--- src/rtl/skel_pkg.sv ---
// skel_pkg: types shared by the frame readout path.
//   readout_state_t : readout FSM states.
//   beat_t          : one output beat as it sits in the skid buffer.
// Optional feature macro FRAME_READOUT_COORD_EN adds x/y fields to beat_t.
// PIX_W / COORD_W must match the top-level pixelWidth and $clog2(N);
// the package cannot see module parameters.
package skel_pkg;

    localparam int PIX_W   = 8;
    localparam int COORD_W = 3;

    typedef enum logic [1:0] {
        IDLE   = 2'd0,
        FETCH  = 2'd1,
        DRAIN  = 2'd2,
        FINISH = 2'd3
    } readout_state_t;

    typedef struct packed {
        logic [PIX_W-1:0]   pixel;
        logic               corner;
        logic               row_end;
        logic               last;
`ifdef FRAME_READOUT_COORD_EN
        logic [COORD_W-1:0] x;
        logic [COORD_W-1:0] y;
`endif
    } beat_t;

endpackage

--- src/rtl/readout_skid_buffer.sv ---
// readout_skid_buffer: 2-entry valid/ready FIFO of beat_t.
//   clk, rst_n : clock, async active-low reset
//   i_push     : write i_beat (caller guarantees space)
//   i_beat     : entry to write
//   i_pop      : head consumed this cycle (ignored when empty)
//   o_head     : head entry, stable until popped
//   o_valid    : FIFO not empty
//   o_occ      : occupancy 0..2
module readout_skid_buffer
    import skel_pkg::*;
(
    input  logic       clk,
    input  logic       rst_n,
    input  logic       i_push,
    input  beat_t      i_beat,
    input  logic       i_pop,
    output beat_t      o_head,
    output logic       o_valid,
    output logic [1:0] o_occ
);

    beat_t       r_mem [2];
    logic        r_wr;
    logic        r_rd;
    logic [1:0]  r_occ;
    logic        w_pop;

    assign w_pop   = i_pop && (r_occ != 2'd0);
    assign o_head  = r_mem[r_rd];
    assign o_valid = (r_occ != 2'd0);
    assign o_occ   = r_occ;

    always_ff @(posedge clk or negedge rst_n) begin
        if (!rst_n) begin
            r_mem[0] <= '0;
            r_mem[1] <= '0;
            r_wr     <= 1'b0;
            r_rd     <= 1'b0;
            r_occ    <= 2'd0;
        end else begin
            if (i_push) begin
                r_mem[r_wr] <= i_beat;
                r_wr        <= ~r_wr;
            end
            if (w_pop)
                r_rd <= ~r_rd;
            // push and pop together leave occupancy unchanged
            case ({i_push, w_pop})
                2'b10:   r_occ <= r_occ + 2'd1;
                2'b01:   r_occ <= r_occ - 2'd1;
                default: r_occ <= r_occ;
            endcase
        end
    end

endmodule

--- src/rtl/frame_readout.sv ---
// frame_readout: streams an N*N frame from the image RAM and Harris RAM
// (shared dual-port read address) as a valid/ready beat stream in raster
// order, one pixel + corner flag per beat.
//   clk, rst_n          : clock, async active-low reset
//   start               : begin a frame (accepted only in IDLE)
//   busy, done          : frame in progress / 1-cycle completion pulse
//   rd_addr, rd_en      : RAM read port, data returns one cycle later
//   img_data, harris_data : RAM read data
//   out_valid/out_ready : output handshake
//   out_pixel, out_corner, out_row_end, out_last : beat payload
//   out_x, out_y        : beat column/row (only with FRAME_READOUT_COORD_EN)
// Optional feature macro: FRAME_READOUT_COORD_EN.
module frame_readout
    import skel_pkg::*;
#(
    parameter int N          = 8,
    parameter int bitSize    = 6,
    parameter int pixelWidth = 8
) (
    input  logic                  clk,
    input  logic                  rst_n,
    input  logic                  start,
    output logic                  busy,
    output logic                  done,
    output logic [bitSize:0]      rd_addr,
    output logic                  rd_en,
    input  logic [pixelWidth-1:0] img_data,
    input  logic [pixelWidth-1:0] harris_data,
    output logic                  out_valid,
    input  logic                  out_ready,
    output logic [pixelWidth-1:0] out_pixel,
    output logic                  out_corner,
    output logic                  out_row_end,
`ifdef FRAME_READOUT_COORD_EN
    output logic [$clog2(N)-1:0]  out_x,
    output logic [$clog2(N)-1:0]  out_y,
`endif
    output logic                  out_last
);

    localparam int FRAME_PIXELS = N * N;
    localparam int AW           = bitSize + 1;
    localparam int XW           = $clog2(N);

    readout_state_t r_state, w_next;
    logic [AW-1:0]  r_issue;
    logic [AW-1:0]  r_beat;
    logic [XW-1:0]  r_x;
    logic [XW-1:0]  r_y;
    logic           r_inflight;

    beat_t          w_beat;
    beat_t          w_head;
    logic           w_valid;
    logic [1:0]     w_occ;
    logic           w_pop;
    logic [2:0]     w_used;
    logic           w_rd_en;

    assign w_pop = w_valid && out_ready;
    // A pop this cycle frees its slot in time for the data returning next
    // cycle, so counting it keeps one beat per cycle under continuous ready.
    assign w_used = 3'(w_occ) + 3'(r_inflight) - 3'(w_pop);

    always_comb begin
        w_next  = r_state;
        w_rd_en = 1'b0;
        busy    = 1'b0;
        done    = 1'b0;
        case (r_state)
            IDLE: begin
                if (start)
                    w_next = FETCH;
            end
            FETCH: begin
                busy = 1'b1;
                if (w_used < 3'd2) begin
                    w_rd_en = 1'b1;
                    if (r_issue == AW'(FRAME_PIXELS - 1))
                        w_next = DRAIN;
                end
            end
            DRAIN: begin
                busy = 1'b1;
                if (w_pop && w_head.last)
                    w_next = FINISH;
            end
            FINISH: begin
                done   = 1'b1;
                w_next = IDLE;
            end
            default: w_next = IDLE;
        endcase
    end

    // Beat tags come from the push-side position, not the read address.
    always_comb begin
        w_beat         = '0;
        w_beat.pixel   = img_data;
        w_beat.corner  = |harris_data;
        w_beat.row_end = (r_x == XW'(N - 1));
        w_beat.last    = (r_beat == AW'(FRAME_PIXELS - 1));
`ifdef FRAME_READOUT_COORD_EN
        w_beat.x       = r_x;
        w_beat.y       = r_y;
`endif
    end

    always_ff @(posedge clk or negedge rst_n) begin
        if (!rst_n) begin
            r_state    <= IDLE;
            r_issue    <= '0;
            r_beat     <= '0;
            r_x        <= '0;
            r_y        <= '0;
            r_inflight <= 1'b0;
        end else begin
            r_state    <= w_next;
            r_inflight <= w_rd_en;
            if (r_state == IDLE && start) begin
                r_issue <= '0;
                r_beat  <= '0;
                r_x     <= '0;
                r_y     <= '0;
            end else begin
                if (w_rd_en)
                    r_issue <= r_issue + AW'(1);
                else if (r_state == FINISH)
                    r_issue <= '0;
                if (r_inflight) begin
                    r_beat <= r_beat + AW'(1);
                    if (r_x == XW'(N - 1)) begin
                        r_x <= '0;
                        r_y <= r_y + XW'(1);
                    end else begin
                        r_x <= r_x + XW'(1);
                    end
                end
            end
        end
    end

    readout_skid_buffer u_skid (
        .clk     (clk),
        .rst_n   (rst_n),
        .i_push  (r_inflight),
        .i_beat  (w_beat),
        .i_pop   (w_pop),
        .o_head  (w_head),
        .o_valid (w_valid),
        .o_occ   (w_occ)
    );

    assign rd_addr     = r_issue;
    assign rd_en       = w_rd_en;
    assign out_valid   = w_valid;
    assign out_pixel   = w_head.pixel;
    assign out_corner  = w_head.corner;
    assign out_row_end = w_head.row_end;
    assign out_last    = w_head.last;
`ifdef FRAME_READOUT_COORD_EN
    assign out_x       = w_head.x;
    assign out_y       = w_head.y;
`endif

endmodule
--- config.mk ---
export PLATFORM = sky130hd
export DESIGN_NAME = frame_readout
export DESIGN_NICKNAME = d
export VERILOG_FILES = /design/src/rtl/skel_pkg.sv /design/src/rtl/readout_skid_buffer.sv /design/src/rtl/frame_readout.sv
export SDC_FILE = /design/constraint.sdc
export NUM_CORES = 1
export LEC_CHECK = 0
export BUFFER_PORTS_ARGS = -buffer_cell sky130_fd_sc_hd__buf_2
export CAP_MARGIN = 25
export CORE_MARGIN = 1.5
export CORE_UTILIZATION = 46
export DETAILED_ROUTE_END_ITERATION = 6
export GPL_ROUTABILITY_DRIVEN = 0
export PLACE_DENSITY = 0.68
export SYNTH_ARGS = -nofsm -noshare
export SYNTH_HDL_FRONTEND = slang
export SYNTH_SLANG_ARGS = --single-unit
--- constraint.sdc ---
create_clock -name clk -period 3.9 [get_ports clk]
set_clock_uncertainty 0.2 [all_clocks]
set_input_delay 0.195 -clock clk [delete_from_list [all_inputs] [get_ports clk]]
set_output_delay 0.195 -clock clk [all_outputs]
set_load 0.1 [all_outputs]
# [Word-level counts from Yosys, hierarchy flattened]
# Index checks and enable logic that the tools add are counted.
[op_classes] bitwise_logic=4 n_mux=24 n_eq_ne=12 addsub=7 order_cmp=4 n_reduce_logical=13
[ops] cell="$mux 11" n=4
[ops] cell="$mux 7" n=5
[ops] cell="$bwmux 22" n=1
[ops] cell="$add 7x1->7 const B" n=2
[ops] cell="$eq 7x6->1 const B" n=2
[ops] cell="$demux 11 s1" n=1
[ops] cell="$mux 3" n=3
[ops] cell="$mux 2" n=4
[ops] cell="$ne 2x2->1 const B" n=4
[ops] cell="$pmux 2 s4" n=1
[ops] cell="$reduce_or 8->1" n=1
[ops] cell="$eq 2x2->1 const B" n=3
[ops] cell="$reduce_bool 2->1" n=3
[ops] cell="$logic_and 1x1->1" n=5
[ops] cell="$eq 2x1->1 const B" n=2
[ops] cell="$ge 2x2->1 const B" n=2
[ops] cell="$mux 1" n=4
[ops] cell="$not 1->2" n=2
[ops] cell="$pmux 2 s2" n=1
[ops] cell="$reduce_and 4->1" n=1
[ops] cell="$add 2x1->3" n=1
[ops] cell="$add 3x1->3 const B" n=1
[ops] cell="$eq 3x3->1 const B" n=1
[ops] cell="$lt 3x2->1 const B" n=1
[ops] cell="other kinds (8)" n=9
[word_totals] word_cells=80 output_inout_bits=22 ff_bits=46 in_bits=20

# [Logic depth before layout (Yosys ltp)]
[logic_depth] depth_word=8 depth_mapped=10 ltp_nobuf=10

# [Cells and area by module]
# From an unflattened synthesis, not the netlist that was laid out.
[unflattened] cells_unflattened=194 hier_area_um2=2301.0
[by_module_without_submodules] mod="frame_readout" cells_per_inst=120 area_each_um2=1164.9 seq_area_each_um2=500.5 instances=1
[by_module_without_submodules] mod="readout_skid_buffer" cells_per_inst=74 area_each_um2=1136.1 seq_area_each_um2=650.6 instances=1

# [Worst setup path before layout]
# Ideal clock, no wire load.
[synth_timing] path_type="register -> register" startpoint="reg u_skid.r_occ[1], in the netlist u_skid.o_occ[1]" endpoint="reg r_inflight" t_arrival_ns=3.541 period_less_slack_ns=4.007 n_path_buf=0 stages_incl_launch_ff=9 t_required_ns=3.434 setup_time_ns=0.266 slack_ns=-0.107 cell_sequence="dfrtp_1 > or2_2 > nand2_1 > inv_1 > ha_1 > nand2b_1 > fa_1 > xor2_2 > nor2_1"
[synth_between] elab_chain_len=6 word_cells_on_any_way=7 cone_classes="2 x add/sub; 1 x order compare; 2 x mux; 2 x reduce/logical"
[synth_rtl] item="start: declaration" line_no="readout_skid_buffer.sv:25" rtl="logic [1:0] r_occ;"
[synth_rtl] item="start signal: assignment" line_no="readout_skid_buffer.sv:49" rtl="2'b10: r_occ <= r_occ + 2'd1;"
[synth_rtl] item="start signal: assignment" line_no="readout_skid_buffer.sv:50" rtl="2'b01: r_occ <= r_occ - 2'd1;"
[synth_rtl] item="start signal: assignment" line_no="readout_skid_buffer.sv:51" rtl="default: r_occ <= r_occ;"
[synth_rtl] item="$reduce_bool 2->1" line_no="readout_skid_buffer.sv:30" rtl="assign o_valid = (r_occ != 2'd0);"
[synth_rtl] item="named net out_valid" line_no="frame_readout.sv:29" rtl="output logic out_valid,"
[synth_rtl] item="$logic_and 1x1->1" line_no="frame_readout.sv:60" rtl="assign w_pop = w_valid && out_ready;"
[synth_rtl] item="$sub 3x1->3" line_no="frame_readout.sv:63" rtl="assign w_used = 3'(w_occ) + 3'(r_inflight) - 3'(w_pop);"
[synth_rtl] item="$lt 3x2->1" line_no="frame_readout.sv:77" rtl="if (w_used < 3'd2) begin"
[synth_rtl] item="$mux 1" line_no="frame_readout.sv:77"
[synth_rtl] item="$mux 1" line_no="frame_readout.sv:70" rtl="case (r_state)"
[synth_rtl] item="named net rd_en" line_no="frame_readout.sv:26" rtl="output logic rd_en,"
[synth_rtl] item="end signal: assignment" line_no="frame_readout.sv:119" rtl="r_inflight <= w_rd_en;"
[synth_rtl] item="end: declaration" line_no="frame_readout.sv:50" rtl="logic r_inflight;"
# The timed path passes the listed nets, and every way through them passes these cells.
# A chain may end at the register's enable or synchronous reset.

# [Worst setup path after layout]
[layout_timing] startpoint="reg u_skid.r_occ[1], in the netlist u_skid.o_occ[1]" endpoint="out rd_en"
[layout_between] elab_chain_len=6 word_cells_on_any_way=7 cone_classes="2 x add/sub; 1 x order compare; 2 x mux; 2 x reduce/logical"
[layout_rtl] item="parallel branches: the longest is 2 deep, another holds $add 2x1->3"
[layout_rtl] item="$sub 3x1->3 *" line_no="frame_readout.sv:63"
[layout_rtl] item="$lt 3x2->1 *" line_no="frame_readout.sv:77"
[layout_rtl] item="$mux 1 *" line_no="frame_readout.sv:77"
[layout_rtl] item="$mux 1 *" line_no="frame_readout.sv:70"
[layout_rtl] item="end: declaration" line_no="frame_readout.sv:26"
# Mark *: on every way between the ends.

==> flow_metrics.tcl <==
set metrics [dict create \
    port_buffers 41 \
    drt-total-wl_um 3990 \
    vias 1571 \
    cts_tree "done" \
    cts_resized 0 \
    setup_viol 0 \
    final.setup.tns_ns 0 \
    layout_common_cells "46 x dfrtp_1, 41 x buf_2, 30 x mux2_2" \
    crit_type "reg -> out" \
    die_w_um 73.2 \
    synth_fa_ha_area_share_pct 6.95 \
    max_freq_ghz 0.300 \
    layout_commonest_cell "dfrtp_1" \
    synthMuxAreaShare_pct 17.8 \
    crit_path_start "u_skid.o_occ[1]" \
    synth-seq-area-share_pct 50.7 \
    h-tree-depth 2 \
    postSynthCellCount 191 \
    cts_setup_buffers 0 \
    r2r_end "rd_addr[6]" \
    cts.sinks 46 \
    clockBufferDepth 2 \
    routedWlPerCell_um 12.7 \
    drc 0 \
    diodes 0 \
    tightest_slew_ns 0.718 \
    grt_usage_pct 16.0 \
    overflow 0 \
    start_util_pct 48.1 \
    first_pass_iters 5 \
    synth_compound_area_share_pct 6.39 \
    post-route-period-util_pct 85.5 \
    min_path_type "in -> reg" \
    drv_slew 0 \
    reg2reg_slack_ns 0.81 \
    endpoint "rd_en" \
    crit_required_ns 3.50 \
    yosysTopAreaCellShare_pct 50.7 \
    synth_nets 223 \
    fp.dieH_um 73.2 \
    hold_viol 0 \
    crit_top_cell "nand2_1" \
    slew_headroom_pct 52.1 \
    viasPerCell 5.00 \
    dp_hpwl_um 2710 \
    synthSimpleGateAreaFrac_pct 11.2 \
    slowest_stage "fa_1" \
    reg2reg_from "u_skid.o_occ[1]" \
    synth-seq-cells 46 \
    rsz0062_at_grt "no" \
    drt_iter0_markers 44 \
    numCtsBuffers 5 \
    syn_to_final_growth_pct 21.4 \
    synth.avg_cell_area_um2 11.9 \
    design_area_mm2 0.00276 \
    path_buf_inv 2 \
    startpoint_type "flop" \
    grt_pass1_vias 1566 \
    grt_start_max_net_pins 47 \
    yosysWarnings 0 \
    synth_area_leaders "dfrtp_1 51%, mux2_2 15%, ha_1 6.1%" \
    outcome "complete, no violations" \
    synth_cell_types 37 \
    dpl-instance-area_mm2 0.00254 \
    synth.cell_area_mm2 0.00227 \
    cts_root_buf "clkbuf_8" \
    path_max_fanout 5 \
    design.core.area_mm2 0.00472 \
    cts.clk_slew.worst_paths_ns 0.08 \
    num_io_pins 42 \
    grt_pass1_wl_um 6640 \
    synth_top_family_by_area "multiplexers" \
    worstPathCellList "or2_2 > nand2_1 > inv_1 > ha_1 > nand2b_1 > fa_1 > nand2_1 > nor2_2 > buf_2" \
    nNetsFinal 278 \
    maxCapViolCount 0 \
    arrival_ns 2.94 \
    end_kind "output pin" \
    ff2ff_path_depth 10 \
    rows 25 \
    cp_num_cells 9 \
    synth_xor_area_share_pct 4.58 \
    antenna_found_initial 0 \
    post-route-min-period_ns 3.33 \
    slowest_delay_ns 0.52 \
    critPathTopFamily "simple AND/OR/NAND/NOR gates" \
    drive_above_1_share_pct 35.6 \
    yosysTopAreaCell "dfrtp_1" \
    clock_latency_ns 0.30 \
    die_area_mm2 0.00536 \
    ant_nets 0 \
]
worst min path at each step:
| stage | start | to | slack (ns) | depth (start not counted) |
|---|---|---|---|---|
| floorplan | rst_n | r_beat[0] | -0.30 | 0 |
| global placement | rst_n | u_skid.r_mem[20] | 0.23 | 1 |
| detailed placement | rst_n | u_skid.r_mem[9] | 0.24 | 1 |
| CTS | harris_data[2] | u_skid.r_mem[2] | 0.06 | 4 |
| global route | harris_data[2] | u_skid.r_mem[2] | 0.07 | 4 |
| finish | harris_data[2] | u_skid.r_mem[2] | 0.08 | 4 |
cell families after synthesis:
logic type | Yosys count
muxes | 36
buffers and inverters | 13
and+or+nand+nor | 50
AOI/OAI and AO/OA | 23
DFF | 46
adders and majority gates | 12
xor gates and xnor gates | 11
worst min-delay path: cells and delay by family:
family / cells / cell delay (ns)
buf+inv: 1 / 0.07
simple gates: 2 / 0.13
compound gates: 1 / 0.13
flip-flops by register name, summed over array words and instances (netlist names):
name	cells
r_beat	7
r_inflight	1
r_state	2
r_x	3
rd_addr	7
u_skid.o_occ	2
u_skid.r_mem	22
u_skid.r_rd	1
u_skid.r_wr	1
layer usage:
metal	global-route usage (%)	vias up	share of wire (%)
met4	3.77	0	0.95
met3	4.28	5	4.9
li1	-	785	-
met5	0	-	0
met2	27.8	35	45
met1	19.8	746	49
what timing repair did:
item / in CTS / in global routing
setup endpoints to repair: 0 / 0
hold buffers: 10 / 0
endpoints found under the hold margin: 63 / 0
layout make-up:
| class | instances | area, µm² |
|---|---|---|
| clock buffers | 7 | 86.3 |
| clock inverters | 1 | 5.00 |
| fillers | 415 | 1970 |
| inverters | 8 | 30.0 |
| multi-input cells | 132 | 1070 |
| flip-flops and latches | 46 | 1150 |
| well taps | 67 | 83.8 |
| repair buffers | 53 | 333 |
synthesized netlist by cell type (all sizes together):
cell,number
nand3,4
nand4,3
or4,2
or3,2
nor4,2
nand3b,1
a21oi,8
nand2b,1
xnor2,5
ha,11
buf,4
or4b,1
o31ai,1
mux2i,5
mux2,31
fa,1
dfrtp,46
nor2,13
nand2,14
o21a,1
and2,1
o21ai,8
a22o,2
inv,8
and3,2
or2,1
a221oi,1
nor3,2
a32oi,1
a31o,1
clkbuf,1
nor2b,1
xor2,6
through the flow:
step                util, %  std cells  hold WS (ns)  setup WS (ns)
CTS                    57.8        312        0.0643          0.541
floorplan                 -        191        -0.301          0.411
finish                 58.4        314        0.0751          0.566
global route           58.4        314        0.0712          0.392
global placement       53.7        294         0.234          0.887
detailed placement     53.7        294         0.239          0.830
Power is not shown: default switching activity piles up to over one toggle a cycle in this logic, so the estimate is an artifact.
